[config.mk]
export PLATFORM = sky130hd
export DESIGN_NAME = ext_code_sequencer_flat
export DESIGN_NICKNAME = d
export VERILOG_FILES = /design/src/rtl/ext_code_pkg.sv /design/src/rtl/ext_code_sequencer_if.sv /design/src/rtl/ext_code_trig_sync.sv /design/src/rtl/ext_code_sequencer.sv /design/src/flat_wrapper.sv
export SDC_FILE = /design/constraint.sdc
export NUM_CORES = 1
export LEC_CHECK = 0
export BUFFER_PORTS_ARGS = -buffer_cell sky130_fd_sc_hd__buf_2
export CAP_MARGIN = 30
export CORE_MARGIN = 1.5
export CORE_UTILIZATION = 65
export DETAILED_ROUTE_END_ITERATION = 6
export GPL_ROUTABILITY_DRIVEN = 0
export PLACE_DENSITY_LB_ADDON = 0.12
export SLEW_MARGIN = 20
export SYNTH_ARGS = -nofsm -noshare
export SYNTH_HDL_FRONTEND = slang
export SYNTH_SLANG_ARGS = --single-unit
export TNS_END_PERCENT = 50
[constraint.sdc]
create_clock -name iClk -period 6.9 [get_ports iClk]
set_input_delay 0.345 -clock iClk [delete_from_list [all_inputs] [get_ports iClk]]
set_output_delay 0.345 -clock iClk [all_outputs]
set_load 0.005 [all_outputs]
[src/rtl/ext_code_pkg.sv]
// Shared defaults and the sequencer state type for the external channel-code player.
// Pure declarations; no logic, so no latency or backpressure.
package ext_code_pkg;

  localparam int CODE_W_DEF      = 32;
  localparam int DEPTH_DEF       = 8;
  localparam int IDX_W_DEF       = $clog2(DEPTH_DEF);
  localparam int SYNC_STAGES_DEF = 2;

  typedef enum logic [1:0] {
    IDLE   = 2'd0,
    ARMED  = 2'd1,
    ACTIVE = 2'd2,
    DONE   = 2'd3
  } state_e;

  // ARMED and ACTIVE are the states in which the table is being played and must not change.
  function automatic logic is_armed(input state_e s);
    return (s == ARMED) || (s == ACTIVE);
  endfunction

endpackage

[src/rtl/ext_code_sequencer_if.sv]
// Host/channel bundle for the code sequencer: table writes, arm/abort, trigger in, code out.
// Wires only; the master side drives requests, the slave side (the sequencer) answers.
interface ext_code_sequencer_if
  import ext_code_pkg::*;
#(
  parameter int CODE_W = CODE_W_DEF,
  parameter int IDX_W  = IDX_W_DEF
);

  logic              iWr_en;
  logic [IDX_W-1:0]  iWr_addr;
  logic [CODE_W-1:0] iWr_data;
  logic [IDX_W-1:0]  iStart_idx;
  logic              iArm;
  logic              iAbort;
  logic              iTrigger;
  logic [CODE_W-1:0] oCode;
  logic [IDX_W-1:0]  oIndex;
  logic              oArmed;
  logic              oDone;
  logic              oWr_err;
  logic              oTrig_ovr;

  modport master (
    output iWr_en, iWr_addr, iWr_data, iStart_idx, iArm, iAbort, iTrigger,
    input  oCode, oIndex, oArmed, oDone, oWr_err, oTrig_ovr
  );

  modport slave (
    input  iWr_en, iWr_addr, iWr_data, iStart_idx, iArm, iAbort, iTrigger,
    output oCode, oIndex, oArmed, oDone, oWr_err, oTrig_ovr
  );

endinterface

[src/rtl/ext_code_trig_sync.sv]
// Brings the asynchronous trigger into iClk and flags its edges; level after SYNC_STAGES-1
// edges, rise/fall one cycle wide and combinational off the last stage. No backpressure.
module ext_code_trig_sync
  import ext_code_pkg::*;
#(
  parameter int SYNC_STAGES = SYNC_STAGES_DEF
) (
  input  logic iClk,
  input  logic iRst_n,
  input  logic iTrigger,
  output logic oLevel,
  output logic oRise,
  output logic oFall
);

  logic [SYNC_STAGES-1:0] sync_q;
  logic                   lvl_d1_q;

  always_ff @(posedge iClk or negedge iRst_n) begin
    if (!iRst_n) begin
      sync_q   <= '0;
      lvl_d1_q <= 1'b0;
    end else begin
      sync_q   <= {sync_q[SYNC_STAGES-2:0], iTrigger};
      lvl_d1_q <= sync_q[SYNC_STAGES-1];
    end
  end

  assign oLevel = sync_q[SYNC_STAGES-1];
  assign oRise  = oLevel & ~lvl_d1_q;
  assign oFall  = ~oLevel & lvl_d1_q;

endmodule

[src/rtl/ext_code_sequencer.sv]
// Plays an 8x32 code table, one entry per trigger pulse, counting down to entry 0; oCode moves
// SYNC_STAGES edges after the trigger is sampled. No backpressure. Optional macro EXT_CODE_LOOP_EN.
module ext_code_sequencer
  import ext_code_pkg::*;
#(
  parameter int CODE_W      = CODE_W_DEF,
  parameter int DEPTH       = DEPTH_DEF,
  parameter int IDX_W       = IDX_W_DEF,
  parameter int SYNC_STAGES = SYNC_STAGES_DEF
) (
  input  logic                  iClk,
  input  logic                  iRst_n,
  ext_code_sequencer_if.slave   bus
);

  state_e            state_q;
  logic [IDX_W-1:0]  idx_q;
  logic [CODE_W-1:0] code_q;
  logic              done_q;
  logic              wr_err_q;
  logic              trig_ovr_q;
  logic [CODE_W-1:0] table_q [DEPTH];
`ifdef EXT_CODE_LOOP_EN
  logic [IDX_W-1:0]  start_q;
`endif

  logic trig_lvl_unused;
  logic trig_rise;
  logic trig_fall;

  ext_code_trig_sync #(
    .SYNC_STAGES (SYNC_STAGES)
  ) u_trig_sync (
    .iClk     (iClk),
    .iRst_n   (iRst_n),
    .iTrigger (bus.iTrigger),
    .oLevel   (trig_lvl_unused),
    .oRise    (trig_rise),
    .oFall    (trig_fall)
  );

  always_ff @(posedge iClk or negedge iRst_n) begin
    if (!iRst_n) begin
      state_q    <= IDLE;
      idx_q      <= '0;
      code_q     <= '0;
      done_q     <= 1'b0;
      wr_err_q   <= 1'b0;
      trig_ovr_q <= 1'b0;
`ifdef EXT_CODE_LOOP_EN
      start_q    <= '0;
`endif
      for (int k = 0; k < DEPTH; k++) begin
        table_q[k] <= '0;
      end
    end else begin
      done_q <= 1'b0;

      // The table is frozen while a sequence is in flight; a late write is flagged, not applied.
      if (bus.iWr_en) begin
        if (is_armed(state_q)) begin
          wr_err_q <= 1'b1;
        end else begin
          table_q[bus.iWr_addr] <= bus.iWr_data;
        end
      end

      if (bus.iAbort) begin
        state_q <= IDLE;
        code_q  <= '0;
      end else begin
        case (state_q)
          IDLE, DONE: begin
            if (trig_rise) begin
              trig_ovr_q <= 1'b1;
            end
            if (bus.iArm) begin
              idx_q      <= bus.iStart_idx;
`ifdef EXT_CODE_LOOP_EN
              start_q    <= bus.iStart_idx;
`endif
              wr_err_q   <= 1'b0;
              trig_ovr_q <= 1'b0;
              state_q    <= ARMED;
            end
          end
          ARMED: begin
            if (trig_rise) begin
              code_q  <= table_q[idx_q];
              state_q <= ACTIVE;
            end
          end
          ACTIVE: begin
            if (trig_fall) begin
              code_q <= '0;
              if (idx_q == '0) begin
                done_q  <= 1'b1;
`ifdef EXT_CODE_LOOP_EN
                idx_q   <= start_q;
                state_q <= ARMED;
`else
                state_q <= DONE;
`endif
              end else begin
                idx_q   <= idx_q - IDX_W'(1);
                state_q <= ARMED;
              end
            end
          end
          default: state_q <= IDLE;
        endcase
      end
    end
  end

  assign bus.oCode     = code_q;
  assign bus.oIndex    = idx_q;
  assign bus.oArmed    = is_armed(state_q);
  assign bus.oDone     = done_q;
  assign bus.oWr_err   = wr_err_q;
  assign bus.oTrig_ovr = trig_ovr_q;

endmodule

[src/flat_wrapper.sv]
// flat-port wrapper written by rule: the top's interface ports become plain ports
module ext_code_sequencer_flat import ext_code_pkg::*;
#(
  parameter int CODE_W      = CODE_W_DEF,
  parameter int DEPTH       = DEPTH_DEF,
  parameter int IDX_W       = IDX_W_DEF,
  parameter int SYNC_STAGES = SYNC_STAGES_DEF
)
  (iClk, iRst_n, bus_iWr_en, bus_iWr_addr, bus_iWr_data, bus_iStart_idx, bus_iArm, bus_iAbort, bus_iTrigger, bus_oCode, bus_oIndex, bus_oArmed, bus_oDone, bus_oWr_err, bus_oTrig_ovr);
  ext_code_sequencer_if #(.CODE_W(CODE_W), .IDX_W(IDX_W)) bus_i ();
  input  logic iClk;
  input  logic iRst_n;
  input wire logic [$bits(bus_i.iWr_en)-1:0] bus_iWr_en;
  input wire logic [$bits(bus_i.iWr_addr)-1:0] bus_iWr_addr;
  input wire logic [$bits(bus_i.iWr_data)-1:0] bus_iWr_data;
  input wire logic [$bits(bus_i.iStart_idx)-1:0] bus_iStart_idx;
  input wire logic [$bits(bus_i.iArm)-1:0] bus_iArm;
  input wire logic [$bits(bus_i.iAbort)-1:0] bus_iAbort;
  input wire logic [$bits(bus_i.iTrigger)-1:0] bus_iTrigger;
  output wire logic [$bits(bus_i.oCode)-1:0] bus_oCode;
  output wire logic [$bits(bus_i.oIndex)-1:0] bus_oIndex;
  output wire logic [$bits(bus_i.oArmed)-1:0] bus_oArmed;
  output wire logic [$bits(bus_i.oDone)-1:0] bus_oDone;
  output wire logic [$bits(bus_i.oWr_err)-1:0] bus_oWr_err;
  output wire logic [$bits(bus_i.oTrig_ovr)-1:0] bus_oTrig_ovr;
  assign bus_i.iWr_en = bus_iWr_en;
  assign bus_i.iWr_addr = bus_iWr_addr;
  assign bus_i.iWr_data = bus_iWr_data;
  assign bus_i.iStart_idx = bus_iStart_idx;
  assign bus_i.iArm = bus_iArm;
  assign bus_i.iAbort = bus_iAbort;
  assign bus_i.iTrigger = bus_iTrigger;
  assign bus_oCode = bus_i.oCode;
  assign bus_oIndex = bus_i.oIndex;
  assign bus_oArmed = bus_i.oArmed;
  assign bus_oDone = bus_i.oDone;
  assign bus_oWr_err = bus_i.oWr_err;
  assign bus_oTrig_ovr = bus_i.oTrig_ovr;
  ext_code_sequencer #(.CODE_W(CODE_W), .DEPTH(DEPTH), .IDX_W(IDX_W), .SYNC_STAGES(SYNC_STAGES)) u_core (.iClk(iClk), .iRst_n(iRst_n), .bus(bus_i));
endmodule
==> impl_metrics.ini <==
[setup_path]
cpLargestDelayFamily = flip-flops
crit_path_top_delay_cell = dfrtp_4
reg2regPathDepth = 6
cp.required_ps = 7340
reg2reg_setup_slack_ps = 3970
path_cells = buf_4 -> buf_16 -> mux4_2 -> nor2_1 -> a221oi_1 -> a22o_1
cp_num_cells = 6
end_kind = flip-flop
path_class = reg -> reg
r2r_start = u_core.bus.oIndex[0]$_DFFE_PN0P_
cp-endpoint = u_core.bus.oCode[15]$_DFFE_PN0P_
path_buf_inv = 2
reg2reg_to = u_core.bus.oCode[15]$_DFFE_PN0P_
crit_fanout = 44
startpoint_type = flip-flop
worst_ep_arrival_time_ps = 3370
crit_path_start = u_core.bus.oIndex[0]$_DFFE_PN0P_
max_stage_delay_ps = 950

[synth]
ys_top_cells_by_count = 299 x dfrtp_1, 224 x mux2_2, 68 x mux2i_1
synth_ff_type = dfrtp_1
yosysSeqAreaShare_pct = 55.92
yosys_warnings = 0
ys_types = 35
synth_top_area_share_pct = 55.92
synthTopCellsByArea = dfrtp_1 56%, mux2_2 19%, mux4_2 5.4%
syn_area_um2 = 13380
synth.avg_cell_area_um2 = 15.36
syn-num-nets = 921
synth-edff-count = 0
synth-seq-cells = 299
syn_inst = 871
yosysTopAreaCell = dfrtp_1
yosysMostFrequentCell = dfrtp_1
async_flop_share_pct = 100.0

[final_layout]
area_growth_pct = 12.48
drive_above_1_share_pct = 46.36
fin_nets = 994
design_area_um2 = 15050
stdcell_count = 1232
num_antenna_cells = 0

[power_and_ir_drop]
seqPwrFrac_pct = 43.3
switching_share_pct = 30.14
internal-power_mw = 4.980
power_frac_clock_pct = 23.9
ir_drop_mv = 0.3064
comb_power_share_pct = 32.8
p_switching_mw = 2.149
total_power_mw = 7.128
p_per_area_nw_per_um2 = 473.7
leakage_nw = 6.750

[timing]
slew_headroom_pct = 31.64
setup_tns_ps = 0
final.setup_skew_ps = 4.805
tightest_slew_ps = 1025
setup_viol = 0
fmax_mhz = 341.3
finalCritPeriodShare_pct = 42.46
hold_viol = 0
period_minus_slack_ps = 2930
slew_violations = 0
timing.hold.ws_ps = 28.65
rsz0062_at_grt = no

[routing]
wl_per_cell_um = 24.10
ant_nets = 0
wl_um = 29700
drt_pass1_iterations = 4
vias = 7828
first_iter_violations = 493
route.detailed.drc = 0
avgViaCountPerCell = 6.354

[clock_network]
cts_inserted_buffers = 31
cts_buffer_depth = 3
post_cts_resized = 0
worstSkewPairLatency_ps = 550
cts_max_level = 1
cts_tree = done
clk_pin_slew_ps = 60
numClockSinks = 299
root_buffer = clkbuf_16

[status]
status = finished clean

[global_routing]
grt_pass1_wl_um = 47530
antenna_found_initial = 2
grt_usage_pct = 28.56
grt_max_degree = 202
grt_pass1_vias = 8527
grt-ovfl-total = 0

[placed_design]
place.detailed.hpwl_um = 16870
place_area_um2 = 13970
dp_cells = 1178
port-buffer-count = 82

[die]
initial_core_util_pct = 66.12
die_h_um = 146.5
dieArea_um2 = 21450
coreArea_um2 = 20230
ios = 83
row_count = 52
die_w_um = 146.5

[hold_path]
hold_class = in -> reg

[flow_run]
drv_cap = 0
-- what timing repair did --
action                                 in CTS  in global routing
endpoints found under the hold margin      99                  0
hold buffers                                2                  0
setup buffers                               0                  0
-- registers in the layout, indices dropped and copies added, names as in the netlist --
name                         cells
u_core.bus.oDone                 1
u_core.u_trig_sync.lvl_d1_q      1
u_core.u_trig_sync.sync_q        2
u_core.bus.oTrig_ovr             1
u_core.bus.oIndex                3
u_core.table_q                 256
u_core.bus.oCode                32
u_core.bus.oWr_err               1
u_core.state_q                   2
-- per-layer routing --
layer / part of all wire, % / GRT usage (%) / up-vias / wire, µm
li1: - / - / 3381 / -
met1: 42 / 38.57 / 4138 / 12340
met2: 50 / 47.51 / 221 / 14920
met3: 4.5 / 3.625 / 84 / 1348
met4: 3.6 / 11.57 / 4 / 1075
met5: 0.057 / 0 / - / 17
-- cell type report --
cell class | count | area [µm²]
clock inverter | 10 | 177.7
clock buffer | 41 | 853.3
inverter | 7 | 26.28
sequential | 299 | 7487
tap | 270 | 337.8
timing repair buffer | 101 | 640.6
fill | 1271 | 5186
multi-input combinational | 504 | 5525
-- power groups by stage --
| stage | clock, mW | sequential [mW] | combinational (mW) |
|---|---|---|---|
| global route | 1.80 | 3.18 | 2.53 |
| global placement | 0 | 3.01 | 2.18 |
| finish | 1.70 | 3.09 | 2.34 |
| floorplan | 0 | 2.87 | 1.94 |
| detailed placement | 0 | 3.10 | 2.33 |
| CTS | 1.73 | 3.08 | 2.36 |
-- placed cells by master, fill, tap and decap left out, drive strengths merged, types with 2 or more instances in the layout --
master and n:
buf 99, mux2 257, mux2i 68, clkbuf 41, a31oi 3, mux4 32, nor2 42, dfrtp 299
dlygate4sd3 2, or3 2, a22o 32, clkinv 4, a21oi 2, a221oi 33, inv 7, bufinv 5
o21ai 3, nand2b 3, nand2 5, o211ai 2, nand4b 2, nor2b 4, ha 6
-- how the worst min path moves through the flow --
stage / start / endpoint / cells past startpoint
detailed placement: u_core.u_trig_sync.sync_q[0]$_DFF_PN0_ / u_core.u_trig_sync.sync_q[1]$_DFF_PN0_ / 0
global route: bus_iArm / u_core.bus.oTrig_ovr$_DFFE_PN0P_ / 2
global placement: u_core.u_trig_sync.sync_q[0]$_DFF_PN0_ / u_core.u_trig_sync.sync_q[1]$_DFF_PN0_ / 0
finish: bus_iArm / u_core.bus.oTrig_ovr$_DFFE_PN0P_ / 2
CTS: bus_iArm / u_core.bus.oTrig_ovr$_DFFE_PN0P_ / 2
floorplan: iRst_n / u_core.bus.oCode[0]$_DFFE_PN0P_ / 0
-- cells by family (layout without fill, tap and decap cells) --
kind of cell	after synthesis	in the layout	share of synthesized area [%]
multiplexers	357	357	32.95
AO/OA/AOI/OAI	78	78	5.078
AND/OR/NAND/NOR	63	63	2.179
adder cells (fa/ha/maj)	6	6	0.5611
flip-flops	299	299	55.92
buffers and inverters	68	159	3.311
-- per-stage QoR --
stage | worst slack, ps | utilization, %
2_1_floorplan | 4621 | -
3_5_place_dp | 3948 | 69.04
3_3_place_gp | 3831 | 68.77
5_1_grt | 3760 | 74.37
4_1_cts | 3925 | 74.23
6_report | 3970 | 74.37
No activity file was read; power rests on OpenSTA's default activity.
